## config.mk

```make
export PLATFORM = sky130hd
export DESIGN_NAME = hazard_scoreboard
export DESIGN_NICKNAME = d
export VERILOG_FILES = /design/src/rtl/hazard_scoreboard.sv
export SDC_FILE = /design/constraint.sdc
export NUM_CORES = 1
export LEC_CHECK = 0
export BUFFER_PORTS_ARGS = -buffer_cell sky130_fd_sc_hd__clkbuf_2
export CORE_MARGIN = 1
export CORE_UTILIZATION = 50
export DETAILED_ROUTE_END_ITERATION = 6
export PLACE_DENSITY = 0.69
export SLEW_MARGIN = 5
export SYNTH_ARGS = -nofsm -noshare
export SYNTH_HDL_FRONTEND = slang
export SYNTH_SLANG_ARGS = --single-unit
```

## constraint.sdc

```tcl
create_clock -name clk -period 5 [get_ports clk]
set_input_delay 0.25 -clock clk [delete_from_list [all_inputs] [get_ports clk]]
set_output_delay 0.25 -clock clk [all_outputs]
set_load 0.005 [all_outputs]
```

## src/rtl/hazard_scoreboard.sv

```systemverilog
// Per-register hazard scoreboard beside the ID stage.
// Reserves destinations for a set latency, stalls dependents, undoes on flush.
module hazard_scoreboard #(
  parameter int AW    = 5,
  parameter int LAT_W = 3,
  parameter int N_SRC = 2,
  parameter int CNT_W = 16
) (
  input  logic                  clk,
  input  logic                  rst,
  input  logic                  issue_valid,
  input  logic                  issue_wb,
  input  logic [AW-1:0]         issue_rd,
  input  logic [LAT_W-1:0]      issue_lat,
  input  logic [N_SRC-1:0]      src_valid,
  input  logic [N_SRC*AW-1:0]   src_addr,
  input  logic                  flush,
  output logic                  stall,
  output logic [N_SRC-1:0]      stall_src,
  output logic [(2**AW)-1:0]    busy_vec,
  output logic [CNT_W-1:0]      stall_cycles
);

  localparam int NREG = 2**AW;

  logic [LAT_W-1:0] cnt_q [NREG];
  logic [LAT_W-1:0] cnt_d [NREG];

  logic             last_v_q, last_v_d;
  logic [AW-1:0]    last_rd_q, last_rd_d;
  logic [LAT_W-1:0] last_prev_q, last_prev_d;
  logic [CNT_W-1:0] stall_cycles_q, stall_cycles_d;

  logic             accept;
  logic             reserve;
  logic             stall_inc;
  logic [LAT_W-1:0] aged_rd;
  logic [LAT_W-1:0] undo_val;

  // Per-source hazard detection against the pre-update reservations
  always_comb begin
    stall_src = '0;
    for (int i = 0; i < N_SRC; i++) begin
      logic [AW-1:0] a;
      a = src_addr[i*AW +: AW];
      stall_src[i] = issue_valid & src_valid[i] &
                     (a != '0) & (cnt_q[a] != '0);
    end
  end

  assign stall     = |stall_src;
  assign accept    = issue_valid & ~stall & ~flush;
  assign reserve   = accept & issue_wb &
                     (issue_rd != '0) & (issue_lat != '0);
  assign stall_inc = issue_valid & stall & ~flush;

  // Squashed reservation rolls back to where the older count would be now
  assign undo_val  = (last_prev_q > LAT_W'(2)) ?
                     last_prev_q - LAT_W'(2) : '0;

  // Busy view of the reservation table
  always_comb begin
    busy_vec = '0;
    for (int r = 1; r < NREG; r++) begin
      busy_vec[r] = (cnt_q[r] != '0);
    end
  end

  // Next-state: age all counters, then apply flush undo or new reservation
  always_comb begin
    for (int r = 0; r < NREG; r++) begin
      cnt_d[r] = (cnt_q[r] != '0) ? cnt_q[r] - LAT_W'(1) : '0;
    end
    aged_rd     = cnt_d[issue_rd];
    last_v_d    = 1'b0;
    last_rd_d   = last_rd_q;
    last_prev_d = last_prev_q;
    if (flush) begin
      if (last_v_q) begin
        cnt_d[last_rd_q] = undo_val;
      end
    end else if (reserve) begin
      cnt_d[issue_rd] = (issue_lat > aged_rd) ? issue_lat : aged_rd;
      last_v_d        = 1'b1;
      last_rd_d       = issue_rd;
      last_prev_d     = cnt_q[issue_rd];
    end
    cnt_d[0] = '0;
  end

  // Saturating stall-cycle counter next value
  always_comb begin
    stall_cycles_d = stall_cycles_q;
    if (stall_inc && (stall_cycles_q != '1)) begin
      stall_cycles_d = stall_cycles_q + CNT_W'(1);
    end
  end

  // State registers with asynchronous clear
  always_ff @(posedge clk or posedge rst) begin
    if (rst) begin
      for (int r = 0; r < NREG; r++) begin
        cnt_q[r] <= '0;
      end
      last_v_q       <= 1'b0;
      last_rd_q      <= '0;
      last_prev_q    <= '0;
      stall_cycles_q <= '0;
    end else begin
      for (int r = 0; r < NREG; r++) begin
        cnt_q[r] <= cnt_d[r];
      end
      last_v_q       <= last_v_d;
      last_rd_q      <= last_rd_d;
      last_prev_q    <= last_prev_d;
      stall_cycles_q <= stall_cycles_d;
    end
  end

  assign stall_cycles = stall_cycles_q;

endmodule

```

==> run_results.csv <==
group,metric,value,unit
cts,clock_sinks,118,
power_and_ir_drop,switching_share,0.350,
power_and_ir_drop,power_per_cell_area,293,mW/mm2
cts,clk_pin_slew_worst_paths,0.06,ns
worst_setup_path,cp.required,5.28,ns
cts,cts_buffer_depth,2,
synthesis,syn_area,0.0102,mm2
timing,finalCritPeriodShare,0.977,
synthesis,synth_top_area_share,0.288,
global_routing,grt_use_total,0.408,
worst_hold_path,hold_class,"in2reg",
floorplanning,core,0.0198,mm2
cts,clk_latency,0.44,ns
worst_setup_path,start_kind,"flop",
synthesis,synth_fp_nets,1293,
global_routing,grt_max_degree,69,
cts,postCtsSetupRepairBufs,0,
timing,period_minus_slack,4.88,ns
worst_setup_path,crit_family,"simple AND/OR/NAND/NOR gates",
synthesis,synth-compound-area-share,0.315,
detailed_routing,postRouteAntennaNets,0,
synthesis,synthXorXnorAreaFrac,0.0128,
worst_setup_path,slowest_stage,"nand2_1",
timing,maxSlewHeadroom,0.173,
finish,antenna_cells,0,
timing,worst_pin_slew,1.24,ns
global_routing,grt_overflow_total,0,
detailed_routing,vias_per_cell,7.48,
detailed_routing,wire_per_inst,27.3,um
finish,final_area,0.0116,mm2
floorplanning,die_x,145,um
place,hpwl,29400,um
synthesis,synthMuxAreaShare,0.0821,
synthesis,synth-simple-area-share,0.245,
power_and_ir_drop,vdd_drop_max,259,uV
floorplanning,rows,51,
power_and_ir_drop,p_leak,4.61,nW
power_and_ir_drop,p_int,0.00221,W
worst_setup_path,path_cells,"or3b_2, a32oi_1, o32ai_1, a311o_1, or4_1, ha_1, nor2b_1, o21ai_0, a32oi_1, inv_1, nor2_1, a21oi_1, nand2_1, o211ai_1",
synthesis,syn_inst,1264,
worst_setup_path,path_buf_inv,1,
synthesis,ys_top_cells_by_area,"dfrtp_1 (29%), o21ai_0 (6.1%), mux4_2 (5.3%)",
place,dpl_cell_area,0.0109,mm2
detailed_routing,routed-via-count,11800,
synthesis,ys_seq_area_frac,0.288,
timing,fmax,205,MHz
timing,fin_worst_skew,0.00936,ns
detailed_routing,drt-initial-drc-count,1741,
floorplanning,io_pins,76,
worst_setup_path,path_class,"reg2reg",
power_and_ir_drop,power_frac_comb,0.243,
timing,tns,0,ns
cts,tritoncts,"built",
synthesis,avgSynthCellArea,8.10,um2
finish,layout.nets,1332,
flow_run,maxCapViolCount,0,
place,portBuffers,74,
timing,final-hold-violation-count,0,
worst_setup_path,end_kind,"flop",
synthesis,synth_edf_count,0,
cts,h-tree-depth,4,
power_and_ir_drop,power_frac_clock,0.409,
floorplanning,dieArea,0.0210,mm2
timing,finalSetupViolCount,0,
global_routing,antenna_found_initial,1,
finish,fillers,1837,
synthesis,ys_warn_count,0,
synthesis,synth_fa_ha_area_frac,0.00489,
worst_setup_path,arrival,5.16,ns
timing,timing.final.max_slew_violations,0,
cts,cts_root_buffer,"clkbuf_16",
place,gp_congestion,1.01,
worst_setup_path,worst_path_largest_cell_delay,0.62,ns
synthesis,ys_async_sr_fraction,1.00,
detailed_routing,route.detailed.drc,0,
worst_setup_path,crit_top_cell,"a32oi_1",
detailed_routing,dr.pass1.iters,7,
power_and_ir_drop,switchingPower,0.00119,W
floorplanning,start_util,0.517,
cts,numCtsBuffers,17,
synthesis,synth_flop_cell,"dfrtp_1",
power_and_ir_drop,p_seq_frac,0.348,
worst_setup_path,crit_fanout,11,
finish,layout.cells.most_common_list,"nor2_1 (125), o21ai_0 (125), dfrtp_1 (118)",
global_routing,grt_pass1_vias,10800,
synthesis,synth_top_family_by_area,"compound AO/OA/AOI/OAI gates",
timing,rsz0062_at_grt,"no",
synthesis,yosys.area.top_type,"dfrtp_1",
run_status,status,"finished, final reports clean",
synthesis,synth_seq_cells,118,
detailed_routing,drt_wl_total,43200,um
finish,area_delta_synth_final,13.3,%
floorplanning,die_y,145,um
synthesis,synth.distinct_cells,80,
global_routing,grt_pass1_wl,65600,um
finish,drive_above_1_share,0.184,
==> worst register-to-register path, delay by kind of cell (launching register included) <==
family,cells,cell delay [ns]
and+or+nand+nor,5,2.03
buffers and inverters,1,0.15
AOI/OAI and AO/OA,7,1.77
DFF,1,0.44
adders and majority gates,1,0.34
==> layer usage <==
metal,share of wire,up-vias,routed length [um],global-route usage
met1,0.35,5505,15300,0.530
li1,-,4987,-,-
met3,0.16,251,6950,0.141
met5,0.0021,-,92,0
met2,0.42,1079,18000,0.584
met4,0.065,4,2800,0.243
==> final cells by class <==
cell class	count	area (um2)	area share
inverter	22	87.6	0.00755
clock inverter	12	191	0.0165
multi-input combinational	1018	6780	0.584
clock buffer	20	467	0.0402
timing repair buffer	126	791	0.0682
sequential	118	2950	0.255
tap	265	332	0.0286
==> Yosys cell counts, types with 8 or more instances <==
| master | number |
|---|---|
| nor2_1 | 125 |
| o21ai_0 | 125 |
| dfrtp_1 | 118 |
| nand2_1 | 117 |
| clkbuf_1 | 80 |
| a21oi_1 | 59 |
| nor3_1 | 41 |
| nand3_1 | 40 |
| or3_1 | 38 |
| a211oi_1 | 27 |
| mux4_2 | 24 |
| a32oi_1 | 21 |
| inv_1 | 20 |
| o32ai_1 | 20 |
| a31oi_1 | 19 |
| nor3b_1 | 19 |
| o211ai_1 | 19 |
| o21bai_1 | 19 |
| buf_2 | 18 |
| o311ai_0 | 17 |
| or3b_2 | 17 |
| mux2_2 | 16 |
| a211o_1 | 14 |
| o221ai_1 | 14 |
| o31ai_1 | 14 |
| a22oi_1 | 12 |
| mux2i_1 | 12 |
| nand2b_1 | 12 |
| o22ai_1 | 12 |
| and3_1 | 11 |
| nand4_1 | 11 |
| o311a_1 | 10 |
| xnor2_1 | 10 |
| nor2b_1 | 9 |
| nor4_1 | 8 |
==> logic make-up after synthesis <==
group / after synthesis
buffers and inverters: 128
other: 1
flip-flops: 118
AO/OA/AOI/OAI: 459
AND/OR/NAND/NOR: 487
adder cells (fa/ha/maj): 4
XOR/XNOR: 15
multiplexers: 52
==> sequential cells by signal (all words and copies together), names as in the netlist <==
name	cells
last_v_q	1
stall_cycles	16
last_rd_q	5
last_prev_q	3
cnt_q	93
==> stage by stage <==
stage / util / total power (W) / std cells / hold slack (ns) / worst slack (ns)
6_report: 0.586 / 0.00339 / 1581 / 0.255 / 0.117
5_1_grt: 0.586 / 0.00348 / 1581 / 0.277 / 0.0328
3_3_place_gp: 0.552 / 0.00196 / 1548 / 0.434 / 0.653
2_1_floorplan: - / 0.00163 / 1264 / 0.477 / 1.19
3_5_place_dp: 0.552 / 0.00197 / 1548 / 0.438 / 0.557
4_1_cts: 0.586 / 0.00335 / 1581 / 0.252 / 0.522
==> power by group through the flow <==
stage / clock [W] / combinational (W) / sequential, W
floorplan: 0 / 0.000518 / 0.00111
global placement: 0 / 0.000774 / 0.00118
detailed placement: 0 / 0.000783 / 0.00119
CTS: 0.00139 / 0.000787 / 0.00117
global route: 0.00143 / 0.000862 / 0.00119
finish: 0.00139 / 0.000825 / 0.00118
==> timing repair <==
item | CTS | global route
hold buffers | 1 | 0
resized for setup | 0 | 0
endpoints found under the hold margin | 35 | 0
==> path summary, 6_finish.rpt <==
| kind | from | end | slack, ns | depth (start not counted) |
|---|---|---|---|---|
| max | cnt_q[37]$_DFF_PP0_ | cnt_q[20]$_DFF_PP0_ | 0.12 | 14 |
| max reg2reg | cnt_q[37]$_DFF_PP0_ | cnt_q[20]$_DFF_PP0_ | 0.12 | 14 |
| min | flush | stall_cycles[12]$_DFFE_PP0P_ | 0.25 | 5 |
| max in group asynchronous | rst | cnt_q[8]$_DFF_PP0_ | 3.18 | 4 |
| min in group asynchronous | rst | cnt_q[61]$_DFF_PP0_ | 0.49 | 3 |
| min reg2reg | stall_cycles[5]$_DFFE_PP0P_ | stall_cycles[5]$_DFFE_PP0P_ | 0.49 | 1 |
No activity file was read; power rests on OpenSTA's default activity.
